<file path="config.mk">
export PLATFORM = sky130hd
export DESIGN_NAME = fp_mul_sched
export DESIGN_NICKNAME = d
export VERILOG_FILES = /design/src/rtl/fp_mul_sched.sv
export SDC_FILE = /design/constraint.sdc
export NUM_CORES = 1
export LEC_CHECK = 0
export BUFFER_PORTS_ARGS = -buffer_cell sky130_fd_sc_hd__buf_4
export CELL_PAD_IN_SITES_DETAIL_PLACEMENT = 1
export CELL_PAD_IN_SITES_GLOBAL_PLACEMENT = 1
export CORE_AREA = 2 2 115 162
export CTS_BUF_LIST = sky130_fd_sc_hd__clkbuf_4
export DETAILED_ROUTE_END_ITERATION = 10
export DIE_AREA = 0 0 117 164
export PLACE_DENSITY = 0.77
export SETUP_SLACK_MARGIN = 0.15
export SYNTH_ARGS = -nofsm -noshare
export SYNTH_HDL_FRONTEND = slang
export SYNTH_SLANG_ARGS = --single-unit
</file>
<file path="constraint.sdc">
create_clock -name clk -period 1.8 [get_ports clk]
set_input_delay 0.27 -clock clk [delete_from_list [all_inputs] [get_ports clk]]
set_output_delay 0.27 -clock clk [all_outputs]
set_load 0.005 [all_outputs]
</file>
<file path="src/rtl/fp_mul_sched.sv">
// fp_mul_sched: round-robin scheduler that shares one pipelined
// single-precision multiplier among NREQ requesters.
//
// Ports:
//   clk, rst_n          clock, asynchronous active-low reset
//   req_valid/req_ready per-requester valid/grant. A transfer happens in any
//                       cycle where both are high for the same requester.
//                       req_ready is combinational, one-hot, and depends on
//                       req_valid. There is no backpressure on responses.
//   req_x/req_y         packed operands, requester i at [32i+31:32i]
//   req_rmode           packed rounding modes, requester i at [3i+2:3i]
//   flush               drops every in-flight operation and blocks issue
//   mul_x/mul_y/mul_rmode  registered operands to the multiplier
//   mul_z/mul_ovrf/mul_udrf  multiplier result, valid MUL_LAT cycles after issue
//   rsp_valid           one-cycle pulse to the owning requester
//   rsp_z/rsp_ovrf/rsp_udrf/rsp_err  shared result bus, held between pulses
//   in_flight           operations accepted but not yet answered
module fp_mul_sched #(
    parameter int NREQ    = 2,
    parameter int MUL_LAT = 3,
    parameter int IDW     = 2
) (
    input  logic                 clk,
    input  logic                 rst_n,
    input  logic [NREQ-1:0]      req_valid,
    output logic [NREQ-1:0]      req_ready,
    input  logic [32*NREQ-1:0]   req_x,
    input  logic [32*NREQ-1:0]   req_y,
    input  logic [3*NREQ-1:0]    req_rmode,
    input  logic                 flush,
    output logic [31:0]          mul_x,
    output logic [31:0]          mul_y,
    output logic [2:0]           mul_rmode,
    input  logic [31:0]          mul_z,
    input  logic                 mul_ovrf,
    input  logic                 mul_udrf,
    output logic [NREQ-1:0]      rsp_valid,
    output logic [31:0]          rsp_z,
    output logic                 rsp_ovrf,
    output logic                 rsp_udrf,
    output logic                 rsp_err,
    output logic [3:0]           in_flight
);

    localparam logic [31:0] QNAN = 32'h7FC0_0000;

    logic [IDW-1:0]  ptr;
    logic [NREQ-1:0] grant;
    logic [NREQ-1:0] shifted;
    logic [IDW-1:0]  gnt_id;
    logic            found;
    logic            hs;
    logic [31:0]     sel_x;
    logic [31:0]     sel_y;
    logic [2:0]      sel_rmode;
    logic            sel_err;
    logic            rsp_any;

    // Registered tag stages 1..MUL_LAT; stage 0 is the live issue tag.
    // The last entry lines up with mul_z for the operands it describes.
    logic            tag_v   [MUL_LAT];
    logic [IDW-1:0]  tag_id  [MUL_LAT];
    logic            tag_err [MUL_LAT];

    // Round-robin search starting at ptr; first valid requester wins.
    always_comb begin
        grant   = '0;
        gnt_id  = '0;
        found   = 1'b0;
        shifted = '0;
        for (int k = 0; k < NREQ; k++) begin
            shifted = req_valid >> ((int'(ptr) + k) % NREQ);
            if (!found && shifted[0]) begin
                found  = 1'b1;
                gnt_id = IDW'((int'(ptr) + k) % NREQ);
                grant  = NREQ'(1) << ((int'(ptr) + k) % NREQ);
            end
        end
    end

    // Reset is folded in so every output reads 0 while rst_n is low.
    assign req_ready = (flush || !rst_n) ? '0 : grant;
    assign hs        = |req_ready;

    assign sel_x     = 32'(req_x >> (32 * int'(gnt_id)));
    assign sel_y     = 32'(req_y >> (32 * int'(gnt_id)));
    assign sel_rmode = 3'(req_rmode >> (3 * int'(gnt_id)));
    assign sel_err   = (sel_rmode > 3'd4);
    assign rsp_any   = |rsp_valid;

    always_ff @(posedge clk or negedge rst_n) begin
        if (!rst_n) begin
            ptr       <= '0;
            mul_x     <= '0;
            mul_y     <= '0;
            mul_rmode <= '0;
        end else if (hs) begin
            ptr       <= (int'(gnt_id) == NREQ - 1) ? '0 : gnt_id + 1'b1;
            mul_x     <= sel_x;
            mul_y     <= sel_y;
            // An illegal mode still issues, but with RNE so the multiplier
            // sees a defined mode; the tag err bit replaces the result.
            mul_rmode <= sel_err ? 3'b000 : sel_rmode;
        end
    end

    always_ff @(posedge clk or negedge rst_n) begin
        if (!rst_n) begin
            for (int i = 0; i < MUL_LAT; i++) begin
                tag_v[i]   <= 1'b0;
                tag_id[i]  <= '0;
                tag_err[i] <= 1'b0;
            end
        end else begin
            tag_v[0]   <= hs && !flush;
            tag_id[0]  <= gnt_id;
            tag_err[0] <= sel_err;
            for (int i = 1; i < MUL_LAT; i++) begin
                tag_v[i]   <= tag_v[i-1] && !flush;
                tag_id[i]  <= tag_id[i-1];
                tag_err[i] <= tag_err[i-1];
            end
        end
    end

    // mul_z is only captured when the aligned tag is valid, so whatever the
    // multiplier produces on idle cycles never reaches the response bus.
    always_ff @(posedge clk or negedge rst_n) begin
        if (!rst_n) begin
            rsp_valid <= '0;
            rsp_z     <= '0;
            rsp_ovrf  <= 1'b0;
            rsp_udrf  <= 1'b0;
            rsp_err   <= 1'b0;
        end else begin
            rsp_valid <= '0;
            if (tag_v[MUL_LAT-1] && !flush) begin
                rsp_valid <= NREQ'(1) << tag_id[MUL_LAT-1];
                rsp_z     <= tag_err[MUL_LAT-1] ? QNAN : mul_z;
                rsp_ovrf  <= tag_err[MUL_LAT-1] ? 1'b0 : mul_ovrf;
                rsp_udrf  <= tag_err[MUL_LAT-1] ? 1'b0 : mul_udrf;
                rsp_err   <= tag_err[MUL_LAT-1];
            end
        end
    end

    always_ff @(posedge clk or negedge rst_n) begin
        if (!rst_n) begin
            in_flight <= '0;
        end else if (flush) begin
            in_flight <= '0;
        end else if (hs && !rsp_any) begin
            in_flight <= in_flight + 4'd1;
        end else if (!hs && rsp_any) begin
            in_flight <= in_flight - 4'd1;
        end
    end

endmodule

</file>
==> impl_metrics.prom <==
# TYPE chip_impl_metric gauge
chip_impl_metric{name="tightest_pin_transition",unit="ns"} 0.640
chip_impl_metric{name="insertion_delay",unit="ns"} 0.50
chip_impl_metric{name="yosys_warnings",unit=""} 0
chip_impl_metric{name="via_count_of_the_first_global_routing_pass",unit=""} 5529
chip_impl_metric{name="tritoncts_num_sinks",unit=""} 118
chip_impl_metric{name="synth_edf_count",unit=""} 0
chip_impl_metric{name="mapped_cell_area",unit="µm²"} 5250
chip_impl_metric{name="fmax",unit="MHz"} 549
chip_impl_metric{name="critical_path_arrival",unit="ns"} 2.23
chip_impl_metric{name="floorplan.initialDensity",unit="%"} 29.5
chip_impl_metric{name="max-vdd-ir-drop",unit="mV"} 0.421
chip_impl_metric{name="synthDominantCellAreaShare",unit="%"} 56.2
chip_impl_metric{name="cp_data_required_time",unit="ns"} 2.20
chip_impl_metric{name="crit_fanout",unit=""} 3
chip_impl_metric{name="dr_total_vias",unit=""} 5076
chip_impl_metric{name="residual_drc_count",unit=""} 0
chip_impl_info{name="violations",value="negative setup slack"} 1
chip_impl_metric{name="cts-root-to-sink-buffers",unit=""} 2
chip_impl_metric{name="worst_setup_hold_path_clk_slew",unit="ns"} 0.13
chip_impl_metric{name="report.final.hold_viol_count",unit=""} 0
chip_impl_info{name="tritoncts",value="yes"} 1
chip_impl_metric{name="num-nets-final",unit=""} 1035
chip_impl_metric{name="cts_buffers",unit=""} 17
chip_impl_metric{name="final-instance-count-excl-fill",unit=""} 1113
chip_impl_metric{name="postPlaceCellArea",unit="µm²"} 7780
chip_impl_metric{name="timing.final.setup_violations",unit=""} 1
chip_impl_metric{name="die_y",unit="µm"} 164
chip_impl_metric{name="vias_per_cell",unit=""} 4.56
chip_impl_info{name="end_kind",value="flip-flop"} 1
chip_impl_metric{name="coreArea",unit="µm²"} 17800
chip_impl_metric{name="skew",unit="ns"} 0.0360
chip_impl_metric{name="floorplan.die_area",unit="µm²"} 19200
chip_impl_metric{name="max_cap_viol_count",unit=""} 0
chip_impl_metric{name="netlist_instances",unit=""} 506
chip_impl_info{name="setup_repair_after_global_routing_missed_its_margin",value="true"} 1
chip_impl_metric{name="drive_above_1_share",unit="%"} 42.9
chip_impl_metric{name="final_antenna_net_count",unit=""} 0
chip_impl_metric{name="async_reset_ff_share",unit="%"} 100
chip_impl_metric{name="synth_sequential_area_ratio",unit="%"} 56.2
chip_impl_metric{name="synthesis.nets",unit=""} 682
chip_impl_metric{name="setup_ws",unit="ns"} -0.0218
chip_impl_metric{name="grt_antenna_before_repair",unit=""} 1
chip_impl_metric{name="synth-seq-cells",unit=""} 118
chip_impl_metric{name="die-width",unit="µm"} 117
chip_impl_metric{name="maxSlewHeadroom",unit="%"} 57.3
chip_impl_metric{name="leakagePower",unit="nW"} 4.57
chip_impl_info{name="hp-class",value="input pin to flip-flop"} 1
chip_impl_info{name="post-synth-top-area-cell",value="sky130_fd_sc_hd__dfrtp_1"} 1
chip_impl_info{name="cell_types_with_the_largest_area_share_after_synthesis",value="sky130_fd_sc_hd__dfrtp_1, sky130_fd_sc_hd__mux2i_1, sky130_fd_sc_hd__o21ai_0"} 1
chip_impl_metric{name="ctsHtreeMaxLevel",unit=""} 4
chip_impl_info{name="final_common_cell",value="sky130_fd_sc_hd__buf_4"} 1
chip_impl_metric{name="floorplan.io_pins",unit=""} 283
chip_impl_metric{name="grt_pass1_wl",unit="µm"} 27400
chip_impl_info{name="worstSetupPathType",value="flip-flop to flip-flop"} 1
chip_impl_metric{name="routability_congestion_estimate",unit=""} 0.763
chip_impl_metric{name="pwr_density_cell",unit="nW/µm²"} 874
chip_impl_metric{name="grt_max_degree",unit=""} 119
chip_impl_metric{name="fin_area",unit="µm²"} 8770
chip_impl_info{name="most-common-layout-cells",value="sky130_fd_sc_hd__buf_4, sky130_fd_sc_hd__dfrtp_1, sky130_fd_sc_hd__nand2_1, sky130_fd_sc_hd__o21ai_0, sky130_fd_sc_hd__mux2i_1"} 1
chip_impl_metric{name="area_growth",unit="%"} 67.0
chip_impl_metric{name="syn_area_per_cell",unit="µm²"} 10.4
chip_impl_metric{name="dp_cells",unit=""} 1022
chip_impl_info{name="ctsRootBufferMaster",value="sky130_fd_sc_hd__clkbuf_4"} 1
chip_impl_info{name="startpoint_type",value="flip-flop"} 1
chip_impl_metric{name="fin_tns_setup",unit="ns"} -0.0218
chip_impl_metric{name="synthDistinctLibCells",unit=""} 36
chip_impl_metric{name="initialDrtViolationCount",unit=""} 150
chip_impl_info{name="ys.flop_type",value="sky130_fd_sc_hd__dfrtp_1"} 1
chip_impl_info{name="run_status",value="complete, but fails checks"} 1
chip_impl_metric{name="firstDrtPassIters",unit=""} 4
chip_impl_metric{name="slew_viol_final",unit=""} 0
chip_impl_metric{name="drt_wl_total",unit="µm"} 18200
chip_impl_metric{name="hold_slack",unit="ns"} 0.0538
chip_impl_metric{name="num_rows",unit=""} 58
chip_impl_metric{name="routedWlPerCell",unit="µm"} 16.4
chip_impl_metric{name="detailedPlacementHpwl",unit="µm"} 12700
chip_impl_metric{name="finish.utilization",unit="%"} 49.3
chip_impl_metric{name="globalRoute.totalOverflow",unit=""} 0
chip_impl_metric{name="numPortBuffers",unit=""} 282
chip_impl_metric{name="grt_util_all_layers",unit="%"} 18.6
chip_impl_metric{name="timing.final.crit_share",unit="%"} 101
chip_impl_metric{name="fin_crit",unit="ns"} 1.82
==> kinds of logic after synthesis <==
logic type	share of synthesized area, %
and+or+nand+nor	13.2
DFF	56.2
AOI/OAI and AO/OA	11.3
muxes	13.8
buffers and inverters	4.00
adders and majority gates	0.858
xor gates and xnor gates	0.596
==> path summary, 6_finish.rpt <==
kind	from	endpoint	slack, ns	cells past startpoint
max in group asynchronous	rst_n	tag_err[1]$_DFF_PN0_	0.74	4
setup / recovery	rsp_valid[1]$_DFF_PN0_	in_flight[3]$_DFFE_PN0P_	-0.02	8
hold / removal	req_y[14]	mul_y[14]$_DFFE_PN0P_	0.05	3
setup reg to reg	rsp_valid[1]$_DFF_PN0_	in_flight[3]$_DFFE_PN0P_	-0.02	8
min in group asynchronous	rst_n	tag_v[0]$_DFF_PN0_	0.56	4
hold reg to reg	tag_err[1]$_DFF_PN0_	tag_err[0]$_DFF_PN0_	0.35	0
==> per-stage QoR <==
stage	setup WS (ns)	power, mW
floorplan	-0.0979	4.11
global placement	-0.189	5.38
detailed placement	-0.217	5.45
CTS	-0.0354	7.71
global route	-0.165	8.14
finish	-0.0218	7.66
==> layout make-up <==
type                            count  area, µm²
Clock buffer                       18        135
Inverter                            7       31.3
Tap cell                          240        300
Sequential cell                   118       2950
Timing Repair Buffer              368       3000
Fill cell                        2010       9010
Clock inverter                     14        176
Multi-Input combinational cell    347       2170
Antenna cell                        1       2.50
==> power by group <==
| group | internal, mW | switching (mW) |
|---|---|---|
| Sequential | 3.10 | 0.257 |
| Clock | 0.992 | 1.10 |
| Combinational | 1.28 | 0.933 |
==> sequential cells by signal, indices dropped and copies added (netlist names) <==
name	count
in_flight	4
mul_rmode	3
mul_x	32
mul_y	32
ptr	1
rsp_err	1
rsp_ovrf	1
rsp_udrf	1
rsp_valid	2
rsp_z	32
tag_err	3
tag_id	3
tag_v	3
==> cell usage after synthesis, types with 2 or more instances <==
library cell	n
sky130_fd_sc_hd__dfrtp_1	118
sky130_fd_sc_hd__nand2_1	101
sky130_fd_sc_hd__o21ai_0	98
sky130_fd_sc_hd__mux2i_1	69
sky130_fd_sc_hd__nand2b_1	27
sky130_fd_sc_hd__nor2_1	18
sky130_fd_sc_hd__clkbuf_1	17
sky130_fd_sc_hd__buf_4	8
sky130_fd_sc_hd__buf_2	7
sky130_fd_sc_hd__a21oi_1	5
sky130_fd_sc_hd__inv_1	4
sky130_fd_sc_hd__nor2b_1	3
sky130_fd_sc_hd__buf_6	2
sky130_fd_sc_hd__ha_1	2
sky130_fd_sc_hd__inv_2	2
sky130_fd_sc_hd__mux2_2	2
sky130_fd_sc_hd__nand3_1	2
sky130_fd_sc_hd__o21ai_1	2
sky130_fd_sc_hd__o31ai_1	2
==> critical path, stage by stage, from the launching register on <==
cell and delay (ns):
sky130_fd_sc_hd__dfrtp_1 0.39, sky130_fd_sc_hd__nor2_1 0.11, sky130_fd_sc_hd__buf_4 0.14, sky130_fd_sc_hd__nand2_4 0.07, sky130_fd_sc_hd__ha_4 0.20, sky130_fd_sc_hd__a21o_1 0.16
sky130_fd_sc_hd__a21oi_2 0.12, sky130_fd_sc_hd__mux2i_1 0.21, sky130_fd_sc_hd__mux2_1 0.33
==> layer usage <==
metal / global-route usage (%) / share of wire (%) / up-vias / routed length, µm
li1: - / - / 2407 / -
met3: 6.72 / 8.2 / 32 / 1490
met4: 6.47 / 2.4 / 0 / 431
met2: 34.5 / 53 / 212 / 9710
met1: 18.8 / 36 / 2425 / 6610
met5: 0 / 0 / - / 0
==> what timing repair did <==
| item | CTS | global route |
|---|---|---|
| hold endpoints to repair | 141 | 1 |
| hold buffers | 46 | 2 |
| gates resized for setup | 8 | 13 |
| setup endpoints to repair | 3 | 49 |
| setup buffers | 6 | 3 |
| pin swaps | 4 | 7 |
| cloned | 0 | 1 |
Power figures use the tool's default switching activity.
